==> src/rtl/ir_trace_buffer.sv <==
// ir_trace_buffer: capture FIFO for IR opcode and memory data-in
// Supports continuous-wrap, fill-and-stop and opcode-triggered capture with an optional change-only filter.
module ir_trace_buffer #(
    parameter int OP_W        = 4,
    parameter int DATA_W      = 16,
    parameter int DEPTH       = 16,
    parameter bit CHANGE_ONLY = 1'b0
) (
    input  logic                       CLOCK_50,
    input  logic                       reset,
    input  logic                       start,
    input  logic                       stop,
    input  logic                       clear,
    input  logic [1:0]                 mode,
    input  logic [OP_W-1:0]            trig_opcode,
    input  logic [OP_W-1:0]            ir_in,
    input  logic [DATA_W-1:0]          data_in,
    input  logic                       rd_en,
    output logic                       rd_valid,
    output logic [OP_W-1:0]            rd_ir,
    output logic [DATA_W-1:0]          rd_data,
    output logic [$clog2(DEPTH+1)-1:0] count,
    output logic                       full,
    output logic                       empty,
    output logic [1:0]                 state,
    output logic                       triggered,
    output logic                       overflow
);
    localparam int AW = $clog2(DEPTH);
    localparam int CW = $clog2(DEPTH+1);
    localparam int PW = OP_W + DATA_W;

    typedef enum logic [1:0] {IDLE, ARMED, CAPTURE, DONE} state_t;

    state_t        st, st_nxt;
    logic [PW-1:0] mem [DEPTH];
    logic [AW-1:0] wr_ptr, rd_ptr;
    logic [PW-1:0] last_pair;
    logic [PW-1:0] pair;
    logic          last_valid, cap_wrap;
    logic          pop, wr, start_ok, set_trig, qual, overwrite;

    assign pair      = {ir_in, data_in};
    assign full      = count == CW'(DEPTH);
    assign empty     = count == '0;
    assign state     = st;
    assign pop       = rd_en && !empty && !clear;
    assign qual      = !CHANGE_ONLY || !last_valid || pair != last_pair;
    // a write into a full wrap-mode buffer without a pop evicts the oldest entry
    assign overwrite = wr && full && !pop;

    always_comb begin
        st_nxt   = st;
        wr       = 1'b0;
        start_ok = 1'b0;
        set_trig = 1'b0;
        if (clear)
            st_nxt = IDLE;
        else if (stop)
            st_nxt = (st == ARMED || st == CAPTURE) ? DONE : st;
        else
            case (st)
                IDLE: begin
                    start_ok = start && mode != 2'd0;
                    st_nxt   = !start_ok ? IDLE : (mode == 2'd3) ? ARMED : CAPTURE;
                end
                ARMED: begin
                    set_trig = ir_in == trig_opcode;
                    wr       = set_trig && qual && !full;
                    st_nxt   = !set_trig ? ARMED : full ? DONE : CAPTURE;
                end
                CAPTURE: begin
                    wr     = qual && (cap_wrap || !full);
                    st_nxt = (!cap_wrap && full) ? DONE : CAPTURE;
                end
                default: st_nxt = st;
            endcase
    end

    always_ff @(posedge CLOCK_50 or posedge reset) begin
        if (reset) begin
            st         <= IDLE;
            wr_ptr     <= '0;
            rd_ptr     <= '0;
            count      <= '0;
            rd_valid   <= 1'b0;
            rd_ir      <= '0;
            rd_data    <= '0;
            triggered  <= 1'b0;
            overflow   <= 1'b0;
            last_valid <= 1'b0;
            last_pair  <= '0;
            cap_wrap   <= 1'b0;
        end else begin
            st       <= st_nxt;
            rd_valid <= pop;
            if (pop)
                {rd_ir, rd_data} <= mem[rd_ptr];
            if (clear) begin
                wr_ptr     <= '0;
                rd_ptr     <= '0;
                count      <= '0;
                triggered  <= 1'b0;
                overflow   <= 1'b0;
                last_valid <= 1'b0;
            end else begin
                if (start_ok) begin
                    triggered <= 1'b0;
                    overflow  <= 1'b0;
                    cap_wrap  <= mode == 2'd1;
                end
                if (set_trig)
                    triggered <= 1'b1;
                if (overwrite)
                    overflow <= 1'b1;
                if (wr) begin
                    wr_ptr     <= wr_ptr + 1'b1;
                    last_pair  <= pair;
                    last_valid <= 1'b1;
                end
                if (pop || overwrite)
                    rd_ptr <= rd_ptr + 1'b1;
                count <= count + CW'(wr && !overwrite) - CW'(pop);
            end
        end
    end

    always_ff @(posedge CLOCK_50) begin
        if (wr)
            mem[wr_ptr] <= pair;
    end

endmodule
==> config.mk <==
export PLATFORM = sky130hd
export DESIGN_NAME = ir_trace_buffer
export DESIGN_NICKNAME = d
export VERILOG_FILES = /design/src/rtl/ir_trace_buffer.sv
export SDC_FILE = /design/constraint.sdc
export NUM_CORES = 1
export LEC_CHECK = 0
export BUFFER_PORTS_ARGS = -buffer_cell sky130_fd_sc_hd__buf_4
export CAP_MARGIN = 20
export CORE_MARGIN = 3
export CORE_UTILIZATION = 55
export DETAILED_ROUTE_END_ITERATION = 10
export PLACE_DENSITY = 0.72
export SYNTH_ARGS = -nofsm -noshare
export SYNTH_HDL_FRONTEND = slang
export SYNTH_SLANG_ARGS = --single-unit
==> constraint.sdc <==
create_clock -name CLOCK_50 -period 5.7 [get_ports CLOCK_50]
set_input_delay 1.71 -clock CLOCK_50 [delete_from_list [all_inputs] [get_ports CLOCK_50]]
set_output_delay 1.71 -clock CLOCK_50 [all_outputs]
set_load 0.1 [all_outputs]
After elaboration in Yosys (flattened, before gate mapping)
Memories as Yosys holds them, arrays and structs flattened. A register that Yosys moved wholly into a read port is not among the register bits. Cells that the tools add are included.

ROM bits: 0. Input port bits: 32. Bits in registers: 19. Memory bits (writable): 320. Output and inout bits: 32. Memories kept: 1. Latch bits: 0.

Memory list: mem (depth 16, bits a word 20, rd ports 1, clocked after Yosys merged registers in 1, write ports 1, line 36) `logic [PW-1:0] mem [DEPTH];`.

Bitwise gates (word level): 1. Div/mod/pow operators: 0. Shift operators: 0. Multiplexer cells: 30. Add/subtract/negate cells: 4. Eq/ne operators: 7. Magnitude comparators: 0. Multipliers: 0. Reductions and logical operators: 27.

Operator list (number): $mux 1 (17); $mux 4 (4); $mux 2 (6); $add 4x1->4 const B (2); $logic_and 1x1->1 (8); $logic_not 1->1 (6); $pmux 2 s3 (1); $reduce_bool 2->1 (3); $reduce_bool 3->1 (2); $add 5x1->5 (1); $eq 5x5->1 const B (1); $logic_not 5->1 (1); $mux 5 (1); $reduce_bool 5->1 (1); $sub 5x1->5 (1); $eq 2x1->1 const B (2); $eq 2x2->1 const B (2); $eq 4x4->1 (1); $reduce_and 2->1 (2); $logic_or 1x1->1 (3); $ne 3x1->1 const B (1); $logic_not 2->1 (1); $pmux 1 s2 (1); $not 1->1 (1).

Depth between registers and ports, before layout
Gate-level depths: netlist of the first run.

Word-level depth: 13. Gate-level depth with buffers: 15. Mapped depth without buffers: 14.

Worst setup path before layout of the first run
OpenSTA, ideal clock, no wires.

Kind: in2reg. Start point: input trig_opcode[1]. End point: memory mem[3][0] (netlist bit), enable pin. Stages on the path: 5. Arrival: 4061 ps. Setup slack: 1217 ps. Required time: 5278 ps. Cell sequence: xor2_1 -> nor4_4 -> a31oi_2 -> buf_2 -> nor3_1.

Word-level cells in the longest chain between the ends: 7.

Ends and longest elaborated chain: start: declaration (line 15) `input logic [OP_W-1:0] trig_opcode,`; $eq 4x4->1 (line 68) `set_trig = ir_in == trig_opcode;`; $logic_and 1x1->1 (line 69) `wr = set_trig && qual && !full;`; $pmux 1 s2 (line 62) `case (st)`; $mux 1 (line 59) `else if (stop)`; $mux 1 (line 57) `if (clear)`; $mux 1 (line 129) `if (wr)`; $mux 1 (not written as such) (line 130) `mem[wr_ptr] <= pair;`; end: declaration (line 36).

No other way between the ends.

Final worst setup path of the first run
Start point: input ir_in[3]. End point: register count[4].

Word-level cells in the longest chain between the ends: 12.

Ends and longest elaborated chain: start: declaration (line 16) `input logic [OP_W-1:0] ir_in,`; $eq 4x4->1 * (line 68); $logic_and 1x1->1 * (line 69); $pmux 1 s2 * (line 62); $mux 1 * (line 59); $mux 1 * (line 57); $logic_and 1x1->1 (2 in series) (line 50) `assign overwrite = wr && full && !pop;`; $logic_not 1->1 (line 123) `count <= count + CW'(wr && !overwrite) - CW'(pop);`; $logic_and 1x1->1 * (line 123); $add 5x1->5 * (line 123); $sub 5x1->5 * (line 123); $mux 5 * (line 99) `if (clear) begin`; end signal: assignment (line 123); end: declaration (line 22) `output logic [$clog2(DEPTH+1)-1:0] count,`.

Every way passes the cells marked *; elsewhere a longest branch is shown, timed or not. A chain may end at the register's enable or synchronous reset.

==> results of run 1 <==
power by group through the flow:
stage | Sequential (mW) | Clock (mW) | Combinational [mW]
3_3_place_gp | 3.10 | 0 | 1.50
6_report | 3.05 | 2.21 | 1.52
5_1_grt | 3.06 | 2.38 | 1.59
4_1_cts | 3.05 | 2.25 | 1.53
2_1_floorplan | 3.72 | 0 | 0.520
3_5_place_dp | 3.11 | 0 | 1.52
layer usage:
| layer | share of wire | up-vias |
|---|---|---|
| met5 | 0 | - |
| met2 | 0.50 | 303 |
| met4 | 0.017 | 0 |
| li1 | - | 3060 |
| met3 | 0.070 | 54 |
| met1 | 0.41 | 3793 |
kinds of logic (layout without fill, tap and decap cells):
family          after synthesis  count (layout)  synth area share
fa+ha+maj                    14              14            0.0128
buf+inv                      56             172            0.0217
compound gates               88              88            0.0431
flops                       359             359             0.741
xor+xnor                      8               8           0.00490
simple gates                 70              70            0.0304
mux                         108             108             0.146
registers in the layout (all words and copies together) (netlist names):
name and cells:
cap_wrap 1, count 5, mem 320, overflow 1, rd_data 16, rd_ir 4, rd_ptr 4, rd_valid 1
state 2, triggered 1, wr_ptr 4
worst max path at each step:
stage                    from   endpoint  slack [ns]  cells past startpoint
6_report             ir_in[3]   count[4]        1.58                     11
2_1_floorplan  trig_opcode[1]  mem[3][0]        1.22                      5
3_3_place_gp         ir_in[3]   count[4]        1.05                     11
3_5_place_dp         ir_in[3]   count[4]        1.01                     11
4_1_cts              ir_in[3]   count[4]        1.54                     11
5_1_grt              ir_in[3]   count[4]        1.40                     11
synth_stat cells (all sizes together) (3+ instances only):
cell / number / area, µm²
a211oi: 21 / 163
a21o: 20 / 150
a21oi: 8 / 40.0
a31oi: 4 / 31.3
buf: 34 / 228
clkbuf: 5 / 18.8
dfrtp: 39 / 976
edfxtp: 320 / 9610
ha: 13 / 163
inv: 16 / 60.1
mux2: 3 / 37.5
mux2i: 25 / 250
mux4: 80 / 1800
nand2: 16 / 62.6
nand2b: 3 / 18.8
nor2: 12 / 45.0
nor2b: 4 / 25.0
nor3: 14 / 70.1
nor4b: 5 / 83.8
o21ai: 6 / 30.0
o22ai: 19 / 119
or3: 3 / 18.8
xor2: 6 / 52.6
metrics by stage:
| step | util | hold WS (ns) |
|---|---|---|
| global route | 0.646 | 0.492 |
| finish | 0.646 | 0.481 |
| CTS | 0.646 | 0.480 |
| detailed placement | 0.603 | 0.468 |
| global placement | 0.603 | 0.462 |
| floorplan | - | 0.544 |
area by class of cell:
cell class | instances | area (µm²)
Sequential cell | 359 | 10600
Clock inverter | 8 | 70.1
Timing Repair Buffer | 91 | 708
Clock buffer | 56 | 1040
Inverter | 17 | 63.8
Multi-Input combinational cell | 288 | 3490
Fill cell | 1711 | 8950
Tap cell | 330 | 413
worst max-delay path: stages:
cell     delay [ns]
buf_4          0.18
xor2_1         0.39
nor4_4         0.14
a31oi_2        0.54
mux2i_1        0.16
ha_1           0.26
fa_1           0.44
a21oi_1        0.17
nor2_1         0.06
or3_1          0.34
a21oi_1        0.15
==> summary.md, run 1 <==
| Metric | Value |
|---|---|
| Outcome | finished, final reports clean |
| Final net count | 839 |
| CP max FO | 17 |
| DRT iter0 DRCs | 831 |
| Max Freq | 0.243 GHz |
| Via count | 7210 |
| # IOs | 64 |
| Post-Place Worst Slack | 1.01 ns |
| #FFs+latches synth | 359 |
| Final slew viol count | 0 |
| WHS Endpoint | rd_data[14] |
| Fin crit share | 0.722 |
| GP Congestion | 0.875 |
| Busiest grt layer | met2 |
| Switching pwr | 2.14 mW |
| RSZ-0062 raised after global routing | no |
| Overall power | 6.78 mW |
| First-pass GRT wire length | 47600 µm |
| Worst hold start | rd_data[14] |
| Static leakage | 5.44 nW |
| Worst reg2reg endpoint | count[4] |
| Final ANT Viol Nets | 0 |
| Hold depth | 1 |
| Worst-Skew Late Latency | 0.51 ns |
| Antenna violations before repair | 0 |
| Vias in the first global route | 7571 |
| Sequential fraction of the synthesis area | 0.741 |
| Drt total wl | 31100 µm |
| Diode count | 0 |
| P_int | 4.64 mW |
| Share of layout cells above drive strength 1 | 0.305 |
| EDFF count, synth | 320 |
| H-tree depth | 2 |
| Mean Syn Cell Area | 20.3 µm² |
| Worst vdd ir | 0.324 mV |
| Die extent in x | 167 µm |
| Initial Util | 0.564 |
| DR vias/cell | 6.28 |
| Largest net degree at the start of global routing | 53 |
| Async S/R FF share, synth | 0.109 |
| R2r setup slk | 2.19 ns |
| Hold-fix buffers, CTS | 0 |
| Power Dens Cells | 414 nW/µm² |
| Sw Ratio | 0.316 |
| Commonest non-fill, non-tap cells in the layout | edfxtp_1, buf_4, mux4_2 |
| Routing usage on met1 | 0.326 |
| Placed inst area | 15300 µm² |
| DRC | 0 |
| Syn Nets | 749 |
| Core area | 25300 µm² |
| Setup Buffers After CTS | 0 |
| Cell area after layout | 16400 µm² |
| Reg2reg start | count[2] |
| CP endpoint kind | flop |
| Grt ovf | 0 |
| Port bufs | 63 |
| Resize count post-CTS | 0 |
| Clock Power Share | 0.326 |
| Worst Setup Slack, final | 1.58 ns |
| Post-DP HPWL | 18600 µm |
| Startpoint Class | input port |
| Layout Cells excl Fill | 1149 |
| Minimum clock period | 4.12 ns |
| Max Clock Skew | 0.0144 ns |
| CTS clk-pin slew, worst paths | 0.06 ns |
| Met3 Usage GRT | 0.0404 |
| CP required | 6.13 ns |
| R2r worst-path depth | 11 |
| Max Cap Viol | 0 |
| Tot GR Track Use | 0.226 |
| Sequential share of power | 0.450 |
| Final hold viol count | 0 |
| Area growth syn-to-layout | 14.6% |
| Worst min path class | flop to flop |
| Crit Path Class | input port to flop |
| Total CTS buffers | 36 |
| Maximum clock insertion buffer count | 3 |
| Predominant post-synthesis flop cell | edfxtp_1 |
| Synth unique cells | 51 |
| Die Height | 167 µm |
| Clk root buf | clkbuf_16 |
| Mapped cell area | 14300 µm² |
| WL/cell | 27.1 µm |
| CTS tree | done |
| Cells after DPL | 1085 |
| Slew margin rel. | 0.254 |
| Met2 usage | 0.373 |
| Final setup fails | 0 |
| Commonest non-fill, non-tap cell in the layout | edfxtp_1 |
| Combinational Power Share | 0.224 |
| Clk sink count | 359 |
| Data arrival, critical path | 4.55 ns |
| Ys Warns | 0 |
| Worst-Margin Slew | 1.12 ns |
| Pre-antenna DRT Iters | 5 |
| Die Footprint | 27900 µm² |
| Gate Count Post-Synth | 703 |
| Setup TNS Final | 0 ns |
| Cell Rows | 58 |
Note: power is estimated with default switching activity, not from simulation.
==> run 2, diff against run 1 <==
PLACE_DENSITY = 0.75   (was 0.72)
clock period = 3.45 ns   (was 5.7 ns; I/O delays follow)
==> run 2 against run 1 <==
  * Clock-buffer cell count shrank 4
  * Sequential share of layout area shrank 1.4 points
  * Via count grew 2.5%
  * Utilization grew 1.5 points
  * Critical path depth shrank 7
  * Global-route usage is essentially flat
  * Sequential power grew 67%
  * Clock skew grew 0.0053 ns
  * Critical path type is now flop to output pin
  * Largest power group unchanged
==> summary.md, run 2 (synthesized netlist as in run 1, its figures left out) <==
| Metric | Value |
|---|---|
| Setup Buffers After CTS | 0 |
| Final net count | 859 |
| Fin crit share | 0.898 |
| Maximum clock insertion buffer count | 3 |
| Startpoint Class | flop |
| Power Dens Cells | 689 nW/µm² |
| Resize count post-CTS | 0 |
| Static leakage | 5.70 nW |
| Cells after DPL | 1106 |
| Reg2reg start | count[2] |
| Largest net degree at the start of global routing | 75 |
| Die Footprint | 27900 µm² |
| Antenna violations before repair | 0 |
| CTS tree | done |
| Tot GR Track Use | 0.227 |
| Critical Path Max Stage Delay | 0.49 ns |
| Data arrival, critical path | 2.06 ns |
| Max FFs per register | 320 |
| Crit Path Class | flop to output pin |
| Post-Place Worst Slack | -0.000767 ns |
| DR vias/cell | 6.32 |
| Core Util, Final | 0.661 |
| Worst Setup Slack, final | 0.350 ns |
| Minimum clock period | 3.10 ns |
| Final setup fails | 0 |
| DRT iter0 DRCs | 819 |
| First-pass GRT wire length | 47700 µm |
| DRC | 0 |
| Cell Chain, Critical Path | inv_2, ha_2, nor4b_4, buf_4 |
| RSZ-0062 raised after global routing | no |
| Core area | 25300 µm² |
| DR top layer | met4 |
| Fill cells | 1560 |
| Overall power | 11.5 mW |
| Pre-antenna DRT Iters | 5 |
| Cell Rows | 58 |
| Slowest CP cell | dfrtp_4 |
| H-tree depth | 2 |
| GP Congestion | 0.820 |
| Worst-Skew Late Latency | 0.51 ns |
| Worst min path class | flop to flop |
| Worst hold start | rd_ir[2] |
| Post-DP HPWL | 18800 µm |
| Clk sink count | 359 |
| Final slew viol count | 0 |
| Outcome | finished, final reports clean |
| Crit path max-delay family | flip-flops |
| Share of layout cells above drive strength 1 | 0.335 |
| Register area | 10600 µm² |
| Port bufs | 63 |
| Total CTS buffers | 35 |
| Commonest non-fill, non-tap cell in the layout | edfxtp_1 |
| Via count | 7390 |
| Worst vdd ir | 0.956 mV |
| Initial Util | 0.564 |
| Grt ovf | 0 |
| Commonest non-fill, non-tap cells in the layout | edfxtp_1, buf_4, mux4_2 |
| Placed inst area | 15600 µm² |
| Layout Cells excl Fill | 1169 |
| Hold-fix buffers, CTS | 0 |
| Area growth syn-to-layout | 17.2% |
| Final ANT Viol Nets | 0 |
| Drt total wl | 31000 µm |
| Worst-Margin Slew | 1.11 ns |
| CP required | 2.41 ns |
| Setup TNS Final | 0 ns |
| Cell area after layout | 16700 µm² |
| Vias in the first global route | 7910 |
| Hold Slack | 0.481 ns |
| Metal2 WL | 15600 µm |
| CTS clk-pin slew, worst paths | 0.06 ns |
| Final hold viol count | 0 |
| Met3 wire length | 2360 µm |
| Crit path launch | count[2] |
| Footprint of the multi-input gates | 3580 µm² |
| Max Clock Skew | 0.0197 ns |
| CP endpoint kind | output pin |
| Top reg by flops | mem |
| Max Freq | 0.323 GHz |
| # IOs | 64 |
| Slew margin rel. | 0.261 |
| Die Height | 167 µm |
| Die extent in x | 167 µm |
| Max Cap Viol | 0 |
| Clk root buf | clkbuf_16 |
| Diode count | 0 |
| WL/cell | 26.5 µm |
| CP Buf/Inv Count | 2 |
| Top flop regs | mem: 320 flops, rd_data: 16 flops, count: 5 flops |
| Met1 WL | 12300 µm |
| CP max FO | 9 |
## run 2: cell types whose count changed in the layout (fill, tap and decap cells not counted), moves of 3 or more
cell and change:
buf_4 +18, bufinv_16 +4, nor3_2 -12, dfrtp_1 -5, nor3_4 +12, buf_12 +3
dfrtp_2 +3
## run 2: final timing paths
kind | end | slack (ns) | cells past startpoint
max in group asynchronous | count[3] | 2.33 | 3
max reg2reg | count[4] | 0.37 | 14
min in group asynchronous | rd_data[9] | 0.67 | 3
min reg2reg | rd_ir[2] | 0.48 | 1
max | empty | 0.35 | 4
min | rd_ir[2] | 0.48 | 1
## run 2: worst register-to-register path: stages (launching register included)
cell and delay (ns):
dfrtp_4 0.49, inv_2 0.08, ha_2 0.17, nor3b_2 0.25
nand2_2 0.12, inv_2 0.12, nor2_1 0.09, a31oi_4 0.23
buf_12 0.26, nand2_1 0.14, fa_2 0.40, a21oi_2 0.12
nor2_1 0.06, or3_1 0.35, a21oi_1 0.13
## run 2: per-layer routing
metal | track usage | vias up
met4 | 0.0694 | 0
li1 | - | 3116
met3 | 0.0430 | 62
met2 | 0.372 | 341
met1 | 0.317 | 3871
met5 | 0 | -
## run 2: where the power goes
group          switching, mW  leakage (nW)  internal [mW]  total, mW
logic                   1.91          1.77          0.650       2.56
registers              0.175          3.37           4.91       5.09
clock network           1.50         0.569           2.39       3.89
total                   3.59          5.70           7.95       11.5
## run 2: final cells by class
cell class                 instances  area share
sequential                       359       0.633
multi-input combinational        288       0.214
clock buffer                      52      0.0598
timing repair buffer             112      0.0539
tap                              330      0.0247
clock inverter                    11      0.0107
inverter                          17     0.00381
==> run 3, diff against run 2 <==
REMOVE_ABC_BUFFERS = 1   (was not set)
==> run 3 against run 2 <==
  * Design area hardly changed
  * Flip-flop and latch count unchanged
  * Combinational power is essentially flat
  * Critical path depth grew 10
  * Sequential share of layout area down 0.11 points
  * Clock power down 2%
  * Maximum frequency hardly changed
  * Via count decreased by 1.8%
==> summary.md, run 3 (synthesized netlist as in run 1, its figures left out) <==
| Metric | Value |
|---|---|
| Outcome | finished, final reports clean |
| Sw Ratio | 0.315 |
| Initial Util | 0.564 |
| Area growth syn-to-layout | 17.3% |
| Worst-Margin Slew | 1.07 ns |
| Post-DP HPWL | 17000 µm |
| Startpoint Class | flop |
| Power Dens Cells | 682 nW/µm² |
| DRT iter0 DRCs | 808 |
| CTS tree | done |
| Tot GR Track Use | 0.221 |
| Port bufs | 63 |
| Core area | 25300 µm² |
| First-pass GRT wire length | 46600 µm |
| Post-Place Worst Slack | -0.0784 ns |
| Top flop regs | mem: 320 flops, rd_data: 16 flops, count: 5 flops |
| Final setup fails | 0 |
| Final hold viol count | 0 |
| Vias in the first global route | 7674 |
| Clock Power Share | 0.335 |
| CTS clk-pin slew, worst paths | 0.06 ns |
| Setup TNS Final | 0 ns |
| Final ANT Viol Nets | 0 |
| Final slew viol count | 0 |
| Data arrival, critical path | 3.53 ns |
| Worst-Skew Late Latency | 0.52 ns |
| Sequential share of power | 0.441 |
| Worst min path class | input port to asynchronous set/reset pin |
| Switching pwr | 3.60 mW |
| Fin crit share | 0.899 |
| CP endpoint kind | flop |
| Combinational Power Share | 0.224 |
| Total CTS buffers | 36 |
| Via count | 7254 |
| Max FFs per register | 320 |
| Drt total wl | 30000 µm |
| WL/cell | 25.6 µm |
| Commonest non-fill, non-tap cells in the layout | edfxtp_1, buf_4, mux4_2 |
| Placed inst area | 15600 µm² |
| Largest net degree at the start of global routing | 43 |
| Clk sink count | 359 |
| Clk root buf | clkbuf_16 |
| Die Height | 167 µm |
| Grt ovf | 0 |
| Top reg by flops | mem |
| Resize count post-CTS | 0 |
| Slew margin rel. | 0.286 |
| R2r worst-path depth | 14 |
| Setup Buffers After CTS | 0 |
| Commonest non-fill, non-tap cell in the layout | edfxtp_1 |
| Worst Setup Slack, final | 0.349 ns |
| Worst vdd ir | 0.516 mV |
| Final net count | 859 |
| Maximum clock insertion buffer count | 3 |
| Max Freq | 0.323 GHz |
| DR vias/cell | 6.19 |
| Cell Rows | 58 |
| CP required | 3.88 ns |
| CP max FO | 6 |
| Minimum clock period | 3.10 ns |
| Hold-fix buffers, CTS | 0 |
| Max Clock Skew | 0.0160 ns |
| H-tree depth | 2 |
| Die extent in x | 167 µm |
| GP Congestion | 0.852 |
| Cell area after layout | 16800 µm² |
| RSZ-0062 raised after global routing | no |
| Crit Path Class | flop to flop |
| P_int | 7.83 mW |
| Antenna violations before repair | 0 |
| Max Cap Viol | 0 |
| Die Footprint | 27900 µm² |
| Diode count | 0 |
| DRC | 0 |
| # IOs | 64 |
| Share of layout cells above drive strength 1 | 0.334 |
| Static leakage | 5.62 nW |
| Pre-antenna DRT Iters | 5 |
-- run 3: through the flow --
step	hold slack, ns	total power [mW]	util	cells
finish	0.432	11.4	0.661	1171
global route	0.433	11.8	0.661	1171
CTS	0.423	11.5	0.661	1171
detailed placement	0.467	7.68	0.615	1105
global placement	0.460	7.62	0.615	1105
floorplan	0.544	6.96	-	664
-- run 3: final cells by class --
type,instances,area [µm²]
fillers,1599,8570
clock inverters,19,188
multi-input cells,288,3500
clock buffers,47,993
well taps,330,413
inverters,17,63.8
repair buffers,111,1010
flip-flops and latches,359,10600
-- run 3: power by group through the flow --
stage	clock network (mW)	registers [mW]	logic (mW)
CTS	3.89	5.04	2.56
floorplan	0	6.19	0.768
detailed placement	0	5.13	2.55
global placement	0	5.12	2.50
global route	4.07	5.06	2.68
finish	3.83	5.04	2.56
-- run 3: final timing paths --
check,from,to,slack [ns]
setup reg to reg,count[2],count[4],0.35
hold / removal,reset,rd_data[3],0.43
min in group CLOCK_50,rd_data[9],rd_data[9],0.48
setup / recovery,count[2],count[4],0.35
hold reg to reg,rd_data[9],rd_data[9],0.48
max in group asynchronous,reset,rd_ptr[2],2.43
-- run 3: critical path, cell delays in order, from the launching register on --
cell,delay [ns]
dfrtp_1,0.38
inv_1,0.08
ha_1,0.21
nor3b_2,0.18
nand2_2,0.11
inv_2,0.07
a211oi_2,0.37
a31oi_4,0.06
mux2i_1,0.14
ha_1,0.22
fa_1,0.44
a21oi_1,0.18
nor2_1,0.06
or3_1,0.35
a21oi_1,0.16
-- run 3: per-layer routing --
metal	global-route usage	part of all wire
met4	0.0818	0.034
met1	0.309	0.40
met5	0	0
met3	0.0347	0.063
met2	0.360	0.50
